$ cat src/rtl/apb_fb_fill_master_if.sv
// apb_fb_fill_master_if: command handshake plus APB write bus between a fill master and its peers
interface apb_fb_fill_master_if;
  logic        cmd_valid;
  logic        cmd_ready;
  logic [9:0]  cmd_x;
  logic [9:0]  cmd_y;
  logic [9:0]  cmd_w;
  logic [9:0]  cmd_h;
  logic [23:0] cmd_color;
  logic        busy;
  logic        done;
  logic        err;
  logic [31:0] out_paddr;
  logic        out_psel;
  logic        out_penable;
  logic [2:0]  out_pprot;
  logic        out_pwrite;
  logic [31:0] out_pwdata;
  logic [3:0]  out_pstrb;
  logic        out_pready;
  logic [31:0] out_prdata;
  logic        out_pslverr;
  modport master (
    input  cmd_valid, cmd_x, cmd_y, cmd_w, cmd_h, cmd_color, out_pready, out_prdata, out_pslverr,
    output cmd_ready, busy, done, err, out_paddr, out_psel, out_penable, out_pprot, out_pwrite,
           out_pwdata, out_pstrb
  );
  modport slave (
    output cmd_valid, cmd_x, cmd_y, cmd_w, cmd_h, cmd_color, out_pready, out_prdata, out_pslverr,
    input  cmd_ready, busy, done, err, out_paddr, out_psel, out_penable, out_pprot, out_pwrite,
           out_pwdata, out_pstrb
  );
endinterface

$ cat src/rtl/apb_fb_fill_master.sv
// apb_fb_fill_master: fills a clipped frame-buffer rectangle with one colour, one APB write per pixel
module apb_fb_fill_master #(
  parameter logic [31:0] FB_BASE = 32'h2100_0000,
  parameter int          H_RES   = 640,
  parameter int          V_RES   = 480
) (
  input logic clock,
  input logic reset,
  apb_fb_fill_master_if.master bus
);
  typedef enum logic [1:0] {IDLE, SETUP, ACCESS, FIN} state_t;
  localparam logic [10:0] HR    = 11'(H_RES);
  localparam logic [10:0] VR    = 11'(V_RES);
  localparam logic [31:0] PITCH = 32'(H_RES * 4);
  state_t      state_q, state_d;
  logic [9:0]  x_q, x_d, col_q, col_d, row_q, row_d;
  logic [10:0] last_col_q, last_col_d, last_row_q, last_row_d;
  logic [31:0] row_base_q, row_base_d, paddr_q, paddr_d, pwdata_q, pwdata_d;
  logic        psel_q, psel_d, penable_q, penable_d;
  logic        busy_q, busy_d, done_q, done_d, err_q, err_d, cmd_ready_q, cmd_ready_d;
  logic [10:0] w11, h11, room_x, room_y, ew, eh;
  logic [31:0] start;
  logic        degen, last_px, row_end;
  logic        unused;
  assign unused = ^bus.out_prdata;
  assign w11    = {1'b0, bus.cmd_w};
  assign h11    = {1'b0, bus.cmd_h};
  assign room_x = HR - {1'b0, bus.cmd_x};
  assign room_y = VR - {1'b0, bus.cmd_y};
  assign ew     = (w11 < room_x) ? w11 : room_x;
  assign eh     = (h11 < room_y) ? h11 : room_y;
  assign degen  = ({1'b0, bus.cmd_x} >= HR) || ({1'b0, bus.cmd_y} >= VR) || ew == 11'd0 || eh == 11'd0;
  // The only multiply happens once per command; per-pixel addressing is add-only.
  assign start  = FB_BASE + (({22'b0, bus.cmd_y} * 32'(H_RES) + {22'b0, bus.cmd_x}) << 2);
  assign row_end = {1'b0, col_q} == last_col_q;
  assign last_px = row_end && {1'b0, row_q} == last_row_q;
  always_comb begin
    state_d     = state_q;
    x_d         = x_q;
    col_d       = col_q;
    row_d       = row_q;
    last_col_d  = last_col_q;
    last_row_d  = last_row_q;
    row_base_d  = row_base_q;
    paddr_d     = paddr_q;
    pwdata_d    = pwdata_q;
    psel_d      = psel_q;
    penable_d   = penable_q;
    busy_d      = busy_q;
    done_d      = 1'b0;
    err_d       = err_q;
    cmd_ready_d = cmd_ready_q;
    case (state_q)
      IDLE: if (bus.cmd_valid) begin
        x_d         = bus.cmd_x;
        col_d       = bus.cmd_x;
        row_d       = bus.cmd_y;
        last_col_d  = {1'b0, bus.cmd_x} + ew - 11'd1;
        last_row_d  = {1'b0, bus.cmd_y} + eh - 11'd1;
        row_base_d  = start;
        paddr_d     = start;
        pwdata_d    = {8'h00, bus.cmd_color};
        err_d       = 1'b0;
        busy_d      = 1'b1;
        cmd_ready_d = 1'b0;
        state_d     = degen ? FIN : SETUP;
        psel_d      = !degen;
        done_d      = degen;
      end
      SETUP: begin
        state_d   = ACCESS;
        penable_d = 1'b1;
      end
      ACCESS: if (bus.out_pready) begin
        penable_d = 1'b0;
        if (bus.out_pslverr || last_px) begin
          state_d = FIN;
          psel_d  = 1'b0;
          done_d  = 1'b1;
          err_d   = bus.out_pslverr;
        end else begin
          state_d    = SETUP;
          col_d      = row_end ? x_q : col_q + 10'd1;
          row_d      = row_end ? row_q + 10'd1 : row_q;
          row_base_d = row_end ? row_base_q + PITCH : row_base_q;
          paddr_d    = row_end ? row_base_q + PITCH : paddr_q + 32'd4;
        end
      end
      default: begin
        state_d     = IDLE;
        busy_d      = 1'b0;
        cmd_ready_d = 1'b1;
      end
    endcase
  end
  always_ff @(posedge clock or negedge reset) begin
    if (!reset) begin
      state_q     <= IDLE;
      x_q         <= '0;
      col_q       <= '0;
      row_q       <= '0;
      last_col_q  <= '0;
      last_row_q  <= '0;
      row_base_q  <= '0;
      paddr_q     <= '0;
      pwdata_q    <= '0;
      psel_q      <= 1'b0;
      penable_q   <= 1'b0;
      busy_q      <= 1'b0;
      done_q      <= 1'b0;
      err_q       <= 1'b0;
      cmd_ready_q <= 1'b1;
    end else begin
      state_q     <= state_d;
      x_q         <= x_d;
      col_q       <= col_d;
      row_q       <= row_d;
      last_col_q  <= last_col_d;
      last_row_q  <= last_row_d;
      row_base_q  <= row_base_d;
      paddr_q     <= paddr_d;
      pwdata_q    <= pwdata_d;
      psel_q      <= psel_d;
      penable_q   <= penable_d;
      busy_q      <= busy_d;
      done_q      <= done_d;
      err_q       <= err_d;
      cmd_ready_q <= cmd_ready_d;
    end
  end
  assign bus.cmd_ready   = cmd_ready_q;
  assign bus.busy        = busy_q;
  assign bus.done        = done_q;
  assign bus.err         = err_q;
  assign bus.out_paddr   = paddr_q;
  assign bus.out_psel    = psel_q;
  assign bus.out_penable = penable_q;
  assign bus.out_pprot   = 3'b000;
  assign bus.out_pwrite  = 1'b1;
  assign bus.out_pwdata  = pwdata_q;
  assign bus.out_pstrb   = 4'hF;
endmodule
$ cat src/flat_wrapper.sv
// flat-port wrapper written by rule: the top's interface ports become plain ports
module apb_fb_fill_master_flat 
#(
  parameter logic [31:0] FB_BASE = 32'h2100_0000,
  parameter int          H_RES   = 640,
  parameter int          V_RES   = 480
)
  (clock, reset, bus_cmd_valid, bus_cmd_x, bus_cmd_y, bus_cmd_w, bus_cmd_h, bus_cmd_color, bus_out_pready, bus_out_prdata, bus_out_pslverr, bus_cmd_ready, bus_busy, bus_done, bus_err, bus_out_paddr, bus_out_psel, bus_out_penable, bus_out_pprot, bus_out_pwrite, bus_out_pwdata, bus_out_pstrb);
  apb_fb_fill_master_if bus_i ();
  input logic clock;
  input logic reset;
  input wire logic [$bits(bus_i.cmd_valid)-1:0] bus_cmd_valid;
  input wire logic [$bits(bus_i.cmd_x)-1:0] bus_cmd_x;
  input wire logic [$bits(bus_i.cmd_y)-1:0] bus_cmd_y;
  input wire logic [$bits(bus_i.cmd_w)-1:0] bus_cmd_w;
  input wire logic [$bits(bus_i.cmd_h)-1:0] bus_cmd_h;
  input wire logic [$bits(bus_i.cmd_color)-1:0] bus_cmd_color;
  input wire logic [$bits(bus_i.out_pready)-1:0] bus_out_pready;
  input wire logic [$bits(bus_i.out_prdata)-1:0] bus_out_prdata;
  input wire logic [$bits(bus_i.out_pslverr)-1:0] bus_out_pslverr;
  output wire logic [$bits(bus_i.cmd_ready)-1:0] bus_cmd_ready;
  output wire logic [$bits(bus_i.busy)-1:0] bus_busy;
  output wire logic [$bits(bus_i.done)-1:0] bus_done;
  output wire logic [$bits(bus_i.err)-1:0] bus_err;
  output wire logic [$bits(bus_i.out_paddr)-1:0] bus_out_paddr;
  output wire logic [$bits(bus_i.out_psel)-1:0] bus_out_psel;
  output wire logic [$bits(bus_i.out_penable)-1:0] bus_out_penable;
  output wire logic [$bits(bus_i.out_pprot)-1:0] bus_out_pprot;
  output wire logic [$bits(bus_i.out_pwrite)-1:0] bus_out_pwrite;
  output wire logic [$bits(bus_i.out_pwdata)-1:0] bus_out_pwdata;
  output wire logic [$bits(bus_i.out_pstrb)-1:0] bus_out_pstrb;
  assign bus_i.cmd_valid = bus_cmd_valid;
  assign bus_i.cmd_x = bus_cmd_x;
  assign bus_i.cmd_y = bus_cmd_y;
  assign bus_i.cmd_w = bus_cmd_w;
  assign bus_i.cmd_h = bus_cmd_h;
  assign bus_i.cmd_color = bus_cmd_color;
  assign bus_i.out_pready = bus_out_pready;
  assign bus_i.out_prdata = bus_out_prdata;
  assign bus_i.out_pslverr = bus_out_pslverr;
  assign bus_cmd_ready = bus_i.cmd_ready;
  assign bus_busy = bus_i.busy;
  assign bus_done = bus_i.done;
  assign bus_err = bus_i.err;
  assign bus_out_paddr = bus_i.out_paddr;
  assign bus_out_psel = bus_i.out_psel;
  assign bus_out_penable = bus_i.out_penable;
  assign bus_out_pprot = bus_i.out_pprot;
  assign bus_out_pwrite = bus_i.out_pwrite;
  assign bus_out_pwdata = bus_i.out_pwdata;
  assign bus_out_pstrb = bus_i.out_pstrb;
  apb_fb_fill_master #(.FB_BASE(FB_BASE), .H_RES(H_RES), .V_RES(V_RES)) u_core (.clock(clock), .reset(reset), .bus(bus_i));
endmodule
$ cat config.mk
export PLATFORM = sky130hd
export DESIGN_NAME = apb_fb_fill_master_flat
export DESIGN_NICKNAME = d
export VERILOG_FILES = /design/src/rtl/apb_fb_fill_master_if.sv /design/src/rtl/apb_fb_fill_master.sv /design/src/flat_wrapper.sv
export SDC_FILE = /design/constraint.sdc
export NUM_CORES = 1
export LEC_CHECK = 0
export BUFFER_PORTS_ARGS = -buffer_cell sky130_fd_sc_hd__buf_2
export CAP_MARGIN = 20
export CORE_MARGIN = 4
export CORE_UTILIZATION = 40
export CTS_CLUSTER_SIZE = 28
export DETAILED_ROUTE_END_ITERATION = 7
export GPL_TIMING_DRIVEN = 0
export HOLD_SLACK_MARGIN = 0.02
export PLACE_DENSITY_LB_ADDON = 0.3
export SLEW_MARGIN = 15
export SYNTH_ARGS = -nofsm -noshare
export SYNTH_HDL_FRONTEND = slang
export SYNTH_SLANG_ARGS = --single-unit
$ cat constraint.sdc
create_clock -name clock -period 4.35 [get_ports clock]
set_input_delay 0.87 -clock clock [delete_from_list [all_inputs] [get_ports clock]]
set_output_delay 0.87 -clock clock [all_outputs]
set_load 0.05 [all_outputs]
==> impl_metrics.yaml <==
status:
  status: "complete, but fails checks"
  violations: "setup timing"
power_and_ir_drop:
  seqPwrFrac: 0.288
  switchingPower_w: 0.00422
  p_int_w: 0.00438
  p_clk_frac: 0.168
  vdd_drop_max_v: 0.000429
  p_per_area_nw_per_um2: 625
  switching_share: 0.491
  combPwrFrac: 0.545
  leakagePower_nw: 6.17
grt:
  antenna_found_initial: 0
  grt_first_pass_wirelength_um: 55400
  grt_pass1_vias: 10400
  grt_max_degree: 84
  grt_use_total: 0.225
  gr-total-overflow: 0
job:
  maxCapViolCount: 0
cells_and_area:
  nNetsFinal: 1720
  layout-drive-gt1-share: 0.237
  finalInstanceArea_um2: 13800
  syn_to_final_growth_pct: 24.7
  diodes: 0
  final_cells: 1892
  utilization: 0.509
timing:
  finalSetupViolations: 11
  max_slew_margin: 0.388
  setup_ws_ns: -0.526
  fin_crit_sh: 1.12
  maxSlewViolCount: 0
  worst_slew_pin_slew_ns: 0.909
  fmax_ghz: 0.205
  finClkSkew_ns: 0.0151
  fin_crit_ns: 4.88
  rsz0062_at_grt: "true"
  hold_viol: 0
setup_path:
  max_stage_delay_ns: 0.51
  slowest_stage: "or4_4"
  arrival_ns: 5.19
  required_ns: 4.66
  critical_path.startpoint_type: "input pin"
  crit_top_cell: "a21oi_2"
  crit_type: "input pin to register"
  cp-end-kind: "register"
  worst-path-max-fanout: 8
cts:
  clockBufferDepth: 2
  clkSlewWorstSetupHoldPaths_ns: 0.07
  clock-sinks: 145
  cts_hold_buf: 0
  numCtsBuffers: 17
  clk_latency_ns: 0.44
  cts-root-buf: "clkbuf_16"
  cts_max_level: 4
  cts_tree: "built"
logic_synthesis:
  avgSynthCellArea_um2: 8.31
  yosysMostFrequentCell: "dfrtp_1"
  synthArstFlopShare: 1.00
  synth_area_leaders: "dfrtp_1, ha_1, o21ai_0"
  yosys.area.top_type: "dfrtp_1"
  synthCells: 1327
  synthFlopType: "dfrtp_1"
  synth-seq-cells: 145
  synth_top_cell_area_share: 0.327
  yosysSeqAreaShare: 0.329
  synth_warnings: 0
  yosysUniqueCellTypes: 76
  synth_edf_count: 0
  synthTopCellsByCount: "dfrtp_1, nand2_1, o21ai_0"
  synthesis.area_um2: 11000
drt:
  drt_iter0_markers: 908
  drtPass1Iterations: 5
  vias: 10700
  wl_per_cell_um: 18.5
  totalWireLength_um: 35000
  ant_nets: 0
  via_per_inst: 5.66
  route.detailed.drc: 0
floorplanning:
  initial_utilization: 0.408
  rows: 60
  coreArea_um2: 27000
  die_y_um: 174
  ios: 179
  dieArea_um2: 30300
  die_w_um: 174
placement:
  post-place-cells: 1813
  gp_congestion: 0.920
  place_hpwl_um: 25400
  place_area_um2: 12400
  io_buffers: 130
min_path:
  hold_class: "input pin to async pin"
[critical path, delay by kind of cell]
family | cells | cell delay [ns]
AO/OA/AOI/OAI | 11 | 1.45
AND/OR/NAND/NOR | 4 | 1.23
adder cells (fa/ha/maj) | 4 | 0.94
buffers and inverters | 5 | 0.55
XOR/XNOR | 1 | 0.17
[power groups by stage]
stage | Combinational (W) | Sequential, W | Clock, W
floorplan | 0.00245 | 0.00317 | 0
global placement | 0.00434 | 0.00246 | 0
detailed placement | 0.00440 | 0.00248 | 0
CTS | 0.00456 | 0.00246 | 0.00146
global route | 0.00506 | 0.00255 | 0.00152
finish | 0.00468 | 0.00247 | 0.00144
[state kept, by name, summed over array words and instances, names as in the netlist]
register                cells
u_core.row_q               10
u_core.state_q              2
u_core.last_row_q          11
u_core.bus.out_penable      1
u_core.x_q                 10
u_core.bus.out_pwdata      24
u_core.col_q               10
u_core.bus.cmd_ready        1
u_core.bus.out_psel         1
u_core.bus.busy             1
u_core.last_col_q          11
u_core.row_base_q          30
u_core.bus.err              1
u_core.bus.done             1
u_core.bus.out_paddr       31
[path summary, 6_finish.rpt]
kind                            slack (ns)                                   to  cells past startpoint                         from
worst max-delay path                 -0.53     u_core.last_row_q[9]$_DFFE_PN0P_                     25                 bus_cmd_y[1]
worst min-delay path                  0.39  u_core.bus.out_paddr[8]$_DFFE_PN0P_                      1                        reset
worst max register to register        0.57    u_core.row_base_q[15]$_DFFE_PN0P_                     10  u_core.col_q[2]$_DFFE_PN0P_
worst min register to register        0.48            u_core.x_q[3]$_DFFE_PN0P_                      2    u_core.x_q[3]$_DFFE_PN0P_
max in group asynchronous             3.15     u_core.bus.cmd_ready$_DFFE_PN1P_                      2                        reset
min in group clock                    0.48            u_core.x_q[3]$_DFFE_PN0P_                      2    u_core.x_q[3]$_DFFE_PN0P_
[cell usage in the layout (no fill, tap or decap), types with 11 or more instances in the layout]
cell type	count
mux2_2	28
inv_1	78
o22a_1	11
mux2i_1	12
buf_2	126
clkbuf_1	48
and3_1	24
o21ai_0	112
a21oi_2	16
and2_1	12
nand3_1	46
a21o_1	17
ha_4	13
nor4_1	11
dfrtp_1	144
clkbuf_16	17
nor3_1	24
buf_4	65
nand2_1	139
nand2b_1	11
a31oi_1	13
conb_1	16
xnor2_1	50
ha_1	64
xor2_1	43
nor2_1	90
a21oi_1	74
[metrics by stage]
step | worst slack (ns) | hold slack (ns) | power (W) | TNS, ns
after detailed placement | -1.59 | 0.470 | 0.00688 | -20.45
after global placement | -1.54 | 0.463 | 0.00680 | -19.45
after global routing | -0.750 | 0.411 | 0.00914 | -6.47
final | -0.526 | 0.391 | 0.00859 | -3.53
after CTS | -0.602 | 0.396 | 0.00848 | -3.33
after floorplan | -0.847 | 0.450 | 0.00562 | -6.44
[cell families after synthesis]
logic type,Yosys count,synth area share
adder cells (fa/ha/maj),82,0.0955
flip-flops,145,0.329
multiplexers,42,0.0419
AND/OR/NAND/NOR,434,0.192
other,2,0.000681
buffers and inverters,172,0.0668
AO/OA/AOI/OAI,354,0.198
XOR/XNOR,96,0.0762
[cell type report]
| type | instances | area, µm² |
|---|---|---|
| clock buffer | 19 | 443 |
| sequential | 145 | 3630 |
| fill | 2508 | 13300 |
| buffer | 77 | 402 |
| multi-input combinational | 1024 | 7200 |
| clock inverter | 13 | 124 |
| tap | 341 | 427 |
| inverter | 92 | 392 |
| timing repair buffer | 181 | 1140 |
[per-layer routing]
layer,track usage,part of all wire,up-vias
met4,0.0693,0.025,0
met5,0,0,-
met3,0.0331,0.064,65
met1,0.307,0.44,5157
met2,0.371,0.47,409
li1,-,-,5082
[repair_timing]
item / in CTS / in global routing
setup endpoints to repair: 19 / 14
endpoints found under the hold margin: 0 / 0
buffers inserted: 41 / 10
gates resized for setup: 67 / 28
pin swaps: 52 / 28
Note: power is estimated with default switching activity, not from simulation.
